==> config.mk <==
export PLATFORM = sky130hd
export DESIGN_NAME = piano_tone_gen
export DESIGN_NICKNAME = d
export VERILOG_FILES = /design/src/rtl/piano_pkg.sv /design/src/rtl/key_debounce.sv /design/src/rtl/piano_tone_gen.sv
export SDC_FILE = /design/constraint.sdc
export NUM_CORES = 1
export LEC_CHECK = 0
export BUFFER_PORTS_ARGS = -buffer_cell sky130_fd_sc_hd__buf_2
export CORE_MARGIN = 5
export CORE_UTILIZATION = 58
export CTS_CLUSTER_DIAMETER = 80
export CTS_CLUSTER_SIZE = 28
export DETAILED_ROUTE_END_ITERATION = 8
export MAX_ROUTING_LAYER = met4
export PLACE_DENSITY = 0.8
export SKIP_CTS_REPAIR_TIMING = 1
export SLEW_MARGIN = 40
export SYNTH_ARGS = -nofsm -noshare
export SYNTH_HDL_FRONTEND = slang
export SYNTH_SLANG_ARGS = --single-unit
==> constraint.sdc <==
create_clock -name clk -period 2.95 [get_ports clk]
set_clock_uncertainty 0.2 [all_clocks]
set_input_delay 0.59 -clock clk [delete_from_list [all_inputs] [get_ports clk]]
set_output_delay 0.59 -clock clk [all_outputs]
set_load 0.05 [all_outputs]
==> src/rtl/piano_pkg.sv <==
// Shared definitions for the piano-keys audio path, HEX and VGA consumers.
package piano_pkg;

  localparam int unsigned SAMPLE_W = 32;
  localparam int unsigned HP_W     = 17;
  localparam int unsigned NUM_KEYS = 4;

  typedef enum logic [1:0] {
    NOTE_C4 = 2'd0,
    NOTE_D4 = 2'd1,
    NOTE_E4 = 2'd2,
    NOTE_F4 = 2'd3
  } note_t;

  // Half-period of each note in 50 MHz clock cycles.
  localparam logic [HP_W-1:0] NOTE_HALF_PERIOD [NUM_KEYS] = '{
    17'd95_556, 17'd85_131, 17'd75_843, 17'd71_586
  };

  // Fixed priority: the lowest pressed key index wins.
  function automatic note_t lowest_note(input logic [NUM_KEYS-1:0] keys);
    note_t n;
    n = NOTE_C4;
    if (keys[0])      n = NOTE_C4;
    else if (keys[1]) n = NOTE_D4;
    else if (keys[2]) n = NOTE_E4;
    else              n = NOTE_F4;
    return n;
  endfunction

endpackage

==> src/rtl/key_debounce.sv <==
// Two-flop synchroniser and stability counter for one active-low pushbutton.
module key_debounce #(
  parameter int unsigned DEBOUNCE_CYCLES = 500_000
) (
  input  logic clk,
  input  logic resetn,
  input  logic key_n,
  output logic key_down
);

  localparam int unsigned CNT_W = (DEBOUNCE_CYCLES > 1) ? $clog2(DEBOUNCE_CYCLES) : 1;
  localparam logic [CNT_W-1:0] CNT_LAST = CNT_W'(DEBOUNCE_CYCLES - 1);

  logic [1:0]       sync_q;
  logic [CNT_W-1:0] cnt;
  logic             pressed_c;

  assign pressed_c = ~sync_q[1];

  // Synchroniser resets to the released level so no spurious press is debounced.
  always_ff @(posedge clk or negedge resetn) begin
    if (!resetn) sync_q <= 2'b11;
    else         sync_q <= {sync_q[0], key_n};
  end

  // Accept a new level only after it disagrees with key_down for DEBOUNCE_CYCLES cycles.
  always_ff @(posedge clk or negedge resetn) begin
    if (!resetn) begin
      cnt      <= '0;
      key_down <= 1'b0;
    end else if (pressed_c == key_down) begin
      cnt <= '0;
    end else if (cnt == CNT_LAST) begin
      cnt      <= '0;
      key_down <= pressed_c;
    end else begin
      cnt <= cnt + CNT_W'(1);
    end
  end

endmodule

==> src/rtl/piano_tone_gen.sv <==
// Debounced key priority select, square-wave tone synthesis and codec sample writer.
module piano_tone_gen
  import piano_pkg::*;
#(
  parameter int unsigned        DEBOUNCE_CYCLES = 500_000,
  parameter logic signed [31:0] AMPLITUDE       = 32'sd10_000_000,
  parameter int unsigned        HP_SHIFT        = 0
) (
  input  logic        clk,
  input  logic        resetn,
  input  logic [3:0]  key_n,
  input  logic        audio_out_allowed,
  output logic        write_audio_out,
  output logic [31:0] left_sample,
  output logic [31:0] right_sample,
  output logic [3:0]  key_down,
  output logic        note_valid,
  output logic [1:0]  note_idx
);

  typedef enum logic {
    IDLE  = 1'b0,
    WRITE = 1'b1
  } wr_state_t;

  note_t                       note_q;
  note_t                       note_c;
  logic                        note_valid_c;
  logic                        note_change_c;
  logic [HP_W-1:0]             hp_cnt;
  logic [HP_W-1:0]             half_c;
  logic [HP_W-1:0]             last_c;
  logic                        lvl;
  logic signed [SAMPLE_W-1:0]  sample_c;
  logic        [SAMPLE_W-1:0]  sample_q;
  wr_state_t                   state;
  wr_state_t                   state_next;
  logic                        latch_c;

  // One debouncer per pushbutton.
  for (genvar i = 0; i < int'(NUM_KEYS); i++) begin : g_key
    key_debounce #(
      .DEBOUNCE_CYCLES(DEBOUNCE_CYCLES)
    ) u_key_debounce (
      .clk     (clk),
      .resetn  (resetn),
      .key_n   (key_n[i]),
      .key_down(key_down[i])
    );
  end

  // Next note; the index holds while nothing is pressed.
  always_comb begin
    note_valid_c  = |key_down;
    note_c        = note_valid_c ? lowest_note(key_down) : note_q;
    note_change_c = (note_valid_c != note_valid) || (note_c != note_q);
  end

  // Registered note select.
  always_ff @(posedge clk or negedge resetn) begin
    if (!resetn) begin
      note_valid <= 1'b0;
      note_q     <= NOTE_C4;
    end else begin
      note_valid <= note_valid_c;
      note_q     <= note_c;
    end
  end

  assign note_idx = note_q;

  // Half-period of the active note, scaled down for simulation builds.
  always_comb begin
    half_c = NOTE_HALF_PERIOD[note_q] >> HP_SHIFT;
    last_c = half_c - HP_W'(1);
  end

  // Square-wave phase; any note change restarts on the positive half.
  always_ff @(posedge clk or negedge resetn) begin
    if (!resetn) begin
      hp_cnt <= '0;
      lvl    <= 1'b0;
    end else if (note_change_c) begin
      hp_cnt <= '0;
      lvl    <= 1'b1;
    end else if (hp_cnt == last_c) begin
      hp_cnt <= '0;
      lvl    <= ~lvl;
    end else begin
      hp_cnt <= hp_cnt + HP_W'(1);
    end
  end

  // Current sample; silence is a real zero sample.
  always_comb begin
    sample_c = '0;
    if (note_valid) sample_c = lvl ? AMPLITUDE : -AMPLITUDE;
  end

  // Write FSM state register plus registered strobe and sample.
  always_ff @(posedge clk or negedge resetn) begin
    if (!resetn) begin
      state           <= IDLE;
      write_audio_out <= 1'b0;
      sample_q        <= '0;
    end else begin
      state           <= state_next;
      write_audio_out <= (state_next == WRITE);
      if (latch_c) sample_q <= sample_c;
    end
  end

  // Write FSM next state: one write, then one idle cycle.
  always_comb begin
    state_next = state;
    latch_c    = 1'b0;
    case (state)
      IDLE: begin
        if (audio_out_allowed) begin
          state_next = WRITE;
          latch_c    = 1'b1;
        end
      end
      WRITE:   state_next = IDLE;
      default: state_next = IDLE;
    endcase
  end

  assign left_sample  = sample_q;
  assign right_sample = sample_q;

endmodule
==> results.toml, run 1 <==
[run_status]
status = "completed"

[clock_tree]
cts.path.max_buffers = 2
htree_levels = 4
cts_tree = "built"
cts_buffers = 17
clock-sinks = 113
path_clk_slew_ns = 0.06
cts_root_buf = "clkbuf_8"
clock_latency_ns = 0.52

[synthesis]
ys_dominant_reg_cell = "dfrtp_1"
netlist_area_um2 = 6130
ys_types = 60
synth_seq_cells = 113
synth_seq_area_share = 0.463
syn_area_per_cell_um2 = 9.79
yosys_warnings = 0
synth_cells = 626
synth_edf_count = 0
synth_async_sr_flop_share = 1.00

[pwr]
powerDensity_nw_per_um2 = 551
finalPower_mw = 3.76
p_leak_nw = 2.91
vdd_drop_max_v = 0.000367

[critical_path]
required_ns = 3.19
worst-setup-path-type = "flip-flop to flip-flop"
cp_max_fo = 11
worstPathArrival_ns = 2.78
endpoint_kind = "flip-flop"
setup.worst_path.start_class = "flip-flop"

[route]
drcViolationCount = 0
wirelength_mm = 11.5
wl_met2_mm = 5.58
vias = 4562
ant_nets = 0
wl_met3_um = 769
routedWlPerCell_um = 14.3
wl_met1_mm = 5.01
top_layer_used = "met4"
drt_first_pass_iters = 5
first_iter_violations = 286
routed_via_density = 5.68

[sta]
setup_viol = 0
period_minus_slack_ns = 2.54
fin_ws_ns = 0.410
fin_setup_tns_ns = 0
timing.fmax_ghz = 0.394
hold_violations = 0
maxSlewViolCount = 0
rsz0062_at_grt = "no"
tightest_slew_ns = 0.720
relSlewSlack = 0.520
finalCritPeriodShare = 0.861

[grt]
grt_first_pass_wirelength_mm = 19.5
grt_pass1_vias = 4199
track_usage = 0.193
grt_antenna_before_repair = 0
gr-total-overflow = 0
grt_start_max_net_pins = 53

[placement]
pre_cts_slack_ns = 0.487
gp_congestion = 0.882
port_buffers = 64
dp.cells = 766
postPlaceCellArea_um2 = 6170
hpwl_mm = 7.94

[cells_and_area]
design_area_um2 = 6820
fin_cells = 803
drive_gt1_frac = 0.192
nets = 671
areaGrowthSynthToFinish_pct = 11.3
antenna_cells = 0

[die]
fp.dieW_um = 113
rows = 37
die_area_um2 = 12700
start_util = 0.594
die_h_um = 113
placeableCoreArea_um2 = 10300
ios = 79

[job]
drv_cap = 0

[worst_hold_path]
worstHoldPathType = "flip-flop to flip-flop"
-- area by class of cell --
type / count / area [µm²]
fillers: 760 / 3500
multi-input cells: 423 / 2690
flip-flops and latches: 113 / 2840
inverters: 22 / 82.6
well taps: 136 / 170
repair buffers: 77 / 445
clock inverters: 10 / 135
clock buffers: 22 / 463
-- worst paths after layout --
check / from / endpoint / slack [ns] / depth (start not counted)
max in group asynchronous: resetn / hp_cnt[15]$_DFF_PN0_ / 1.48 / 3
max: note_idx[1]$_DFF_PN0_ / lvl$_DFFE_PN0P_ / 0.41 / 6
max reg2reg: note_idx[1]$_DFF_PN0_ / lvl$_DFFE_PN0P_ / 0.41 / 6
min in group asynchronous: resetn / g_key[2].u_key_debounce.cnt[3]$_DFF_PN0_ / 0.37 / 2
min reg2reg: g_key[0].u_key_debounce.sync_q[0]$_DFF_PN1_ / g_key[0].u_key_debounce.sync_q[1]$_DFF_PN1_ / 0.15 / 0
min: g_key[0].u_key_debounce.sync_q[0]$_DFF_PN1_ / g_key[0].u_key_debounce.sync_q[1]$_DFF_PN1_ / 0.15 / 0
-- cells in the mapped netlist, types with 13 or more instances --
library cell,count,share of area
buf_4,67,0.082
a21oi_1,23,0.019
dfrtp_1,105,0.43
nand3_1,30,0.025
nor2_1,60,0.037
xor2_1,17,0.024
or4_1,18,0.022
o21ai_0,21,0.017
inv_1,22,0.013
nor3_1,25,0.020
or3_1,18,0.018
xnor2_1,48,0.069
nand4_1,17,0.017
nand2_1,35,0.021
o31ai_1,15,0.018
nor4_1,13,0.013
-- sequential cells by signal, summed over array words and instances (netlist names) --
register                       cells
lvl                                1
note_valid                         1
state                              1
g_key.u_key_debounce.cnt          76
note_idx                           2
left_sample                        3
g_key.u_key_debounce.sync_q        8
g_key.u_key_debounce.key_down      4
hp_cnt                            17
-- layout by cell type, fill, tap and decap left out, types with 3 or more instances in the layout --
master and count:
clkinvlp_4 4, a21oi_1 23, conb_1 14, o21ai_0 21, or3_1 18, ha_1 10, dlygate4sd3_1 5, or4_1 18
nor4_1 13, and4_1 3, buf_2 63, xnor2_1 48, o31ai_1 15, inv_1 22, xor2_1 17, a211oi_1 4
nand3_1 30, and2_1 4, bufinv_16 3, nor3_1 25, nor4b_1 5, nand2_1 35, dfrtp_1 105, clkinv_2 3
clkbuf_8 4, nand4_1 17, nor2_1 60, clkbuf_16 16, buf_4 8, and3_1 3, dfstp_2 8
-- worst max-delay path, stage by stage (launching register included) --
cell and delay, ns:
dfrtp_1 0.46, inv_1 0.16, ha_1 0.33, or4_1 0.53, a2111oi_4 0.35, buf_4 0.25, mux2i_1 0.19
-- report_power, final --
part,total (mW),switching [mW],internal [mW],leakage [nW]
clock,2.03,0.680,1.35,0.283
sequential,1.60,0.0190,1.58,1.53
combinational,0.139,0.107,0.0312,1.11
total,3.76,0.806,2.95,2.91
-- cell families after synthesis --
family | Yosys count | synth area share
DFF | 113 | 0.463
xor gates and xnor gates | 65 | 0.0929
buffers and inverters | 103 | 0.106
muxes | 2 | 0.00347
and+or+nand+nor | 253 | 0.227
AOI/OAI and AO/OA | 79 | 0.0860
other | 1 | 0.000612
adders and majority gates | 10 | 0.0204
-- layer usage --
metal | global-route usage | vias up
met2 | 0.312 | 156
li1 | - | 2200
met1 | 0.234 | 2194
met3 | 0.0556 | 12
met4 | 0.0649 | 0
met5 | - | -
-- per-stage QoR --
stage / hold slack, ns / utilization
finish: 0.154 / 0.661
global route: 0.157 / 0.661
CTS: -0.185 / 0.656
detailed placement: 0.147 / 0.598
global placement: 0.147 / 0.598
floorplan: 0.0944 / -
No activity file was read; power rests on OpenSTA's default activity.
==> run 2: changes to the inputs <==
CORE_ASPECT_RATIO = 0.8   (was not set)
GPL_TIMING_DRIVEN = 1   (was not set)
==> results.toml, run 2 (same netlist as run 1, synthesis figures left out) <==
[placement]
pre_cts_slack_ns = 0.515
postPlaceCellArea_um2 = 6170
gp_congestion = 0.860
hpwl_mm = 8.10
port_buffers = 64

[die]
ios = 79
start_util = 0.596
placeableCoreArea_um2 = 10300
fp.dieW_um = 125
rows = 33
die_h_um = 102
die_area_um2 = 12700

[route]
drcViolationCount = 0
routedWlPerCell_um = 14.6
ant_nets = 0
drt_first_pass_iters = 5
first_iter_violations = 337
vias = 4515
routed_via_density = 5.63
wirelength_mm = 11.7

[cells_and_area]
drive_gt1_frac = 0.190
nets = 666
final_common_cell = "dfrtp_1"
largest_reg_flops = 76
antenna_cells = 0
regArea_um2 = 2840
areaGrowthSynthToFinish_pct = 9.94
multi_input_area_um2 = 2690
regMostFlops = "g_key.u_key_debounce.cnt"
nFillCells = 765
largest_registers = "g_key.u_key_debounce.cnt x76, hp_cnt x17, g_key.u_key_debounce.sync_q x8"
design_area_um2 = 6740
most-common-layout-cells = "104 x dfrtp_1, 63 x buf_2, 60 x nor2_1"

[sta]
maxSlewViolCount = 0
tightest_slew_ns = 0.738
fin_setup_tns_ns = 0
period_minus_slack_ns = 2.45
relSlewSlack = 0.508
fin_ws_ns = 0.496
timing.fmax_ghz = 0.408
setup_viol = 0
hold_violations = 0
rsz0062_at_grt = "no"
finalCritPeriodShare = 0.832

[grt]
grt_start_max_net_pins = 47
track_usage = 0.199
use_met3 = 0.0554
met1_usage = 0.242
grt_antenna_before_repair = 0
grt_first_pass_wirelength_mm = 20.1
met2_usage = 0.319
busiest_layer = "met2"
grt_pass1_vias = 4352
gr-total-overflow = 0

[clock_tree]
path_clk_slew_ns = 0.05
cts_tree = "built"
clock-sinks = 113
cts_buffers = 17
htree_levels = 4
clock_latency_ns = 0.41
cts_root_buf = "clkbuf_16"
cts.path.max_buffers = 2

[critical_path]
critPathSlowestCell = "or4_1"
rr_startpoint = "note_idx[1]$_DFF_PN0_"
required_ns = 3.08
setup.worst_path.start_class = "flip-flop"
worst-setup-path-type = "flip-flop to flip-flop"
crit_chain = "inv_1, ha_1, or4_1, a2111oi_4, buf_4, mux2i_1"
worstPathArrival_ns = 2.58
cp_max_fo = 9
max_stage_delay_ns = 0.52
endpoint_kind = "flip-flop"
crit_start = "note_idx[1]$_DFF_PN0_"

[pwr]
p_leak_nw = 2.89
vdd_drop_max_v = 0.000388
powerDensity_nw_per_um2 = 539

[run_status]
status = "completed"

[worst_hold_path]
worstHoldPathType = "input port to flip-flop"
min_from = "key_n[1]"

[job]
drv_cap = 0
run 2: path summary, 6_finish.rpt:
kind                                                                     to  slack [ns]  cells past startpoint
min in group asynchronous          g_key[1].u_key_debounce.cnt[5]$_DFF_PN0_        0.46                      2
worst max-delay path                                        lvl$_DFFE_PN0P_        0.50                      6
worst max register to register                              lvl$_DFFE_PN0P_        0.50                      6
max in group asynchronous       g_key[2].u_key_debounce.sync_q[0]$_DFF_PN1_        1.25                      3
worst min register to register  g_key[0].u_key_debounce.sync_q[1]$_DFF_PN1_        0.15                      0
worst min-delay path            g_key[1].u_key_debounce.sync_q[0]$_DFF_PN1_        0.08                      1
run 2: per-layer routing:
metal,vias up,routed length [µm]
met5,-,0
met4,0,176
met3,18,796
met2,130,5620
met1,2174,5090
li1,2193,-
run 2: critical path: cells and delay by family (launching register included):
family	cells	cell delay [ns]
AO/OA/AOI/OAI	1	0.34
adder cells (fa/ha/maj)	1	0.31
buffers and inverters	2	0.37
flip-flops	1	0.46
multiplexers	1	0.18
AND/OR/NAND/NOR	1	0.52
run 2: cell type report:
class	instances	area share
Multi-Input combinational cell	423	0.399
Clock buffer	25	0.0736
Timing Repair Buffer	72	0.0591
Inverter	22	0.0123
Sequential cell	113	0.421
Clock inverter	7	0.00892
Tap cell	140	0.0260
run 2: through the flow:
stage          power (mW)  cells  hold slack [ns]   util
2_1_floorplan        1.72    639           0.0944      -
3_3_place_gp         1.75    769            0.147  0.600
3_5_place_dp         1.76    769            0.148  0.600
4_1_cts              3.66    801          -0.0673  0.654
5_1_grt              3.75    802           0.0629  0.655
6_report             3.63    802           0.0774  0.655
run 2: power by group:
part / total [mW] / leakage, nW / switching (mW) / internal [mW]
logic: 0.133 / 1.08 / 0.107 / 0.0266
registers: 1.60 / 1.52 / 0.0184 / 1.58
clock network: 1.90 / 0.281 / 0.664 / 1.24
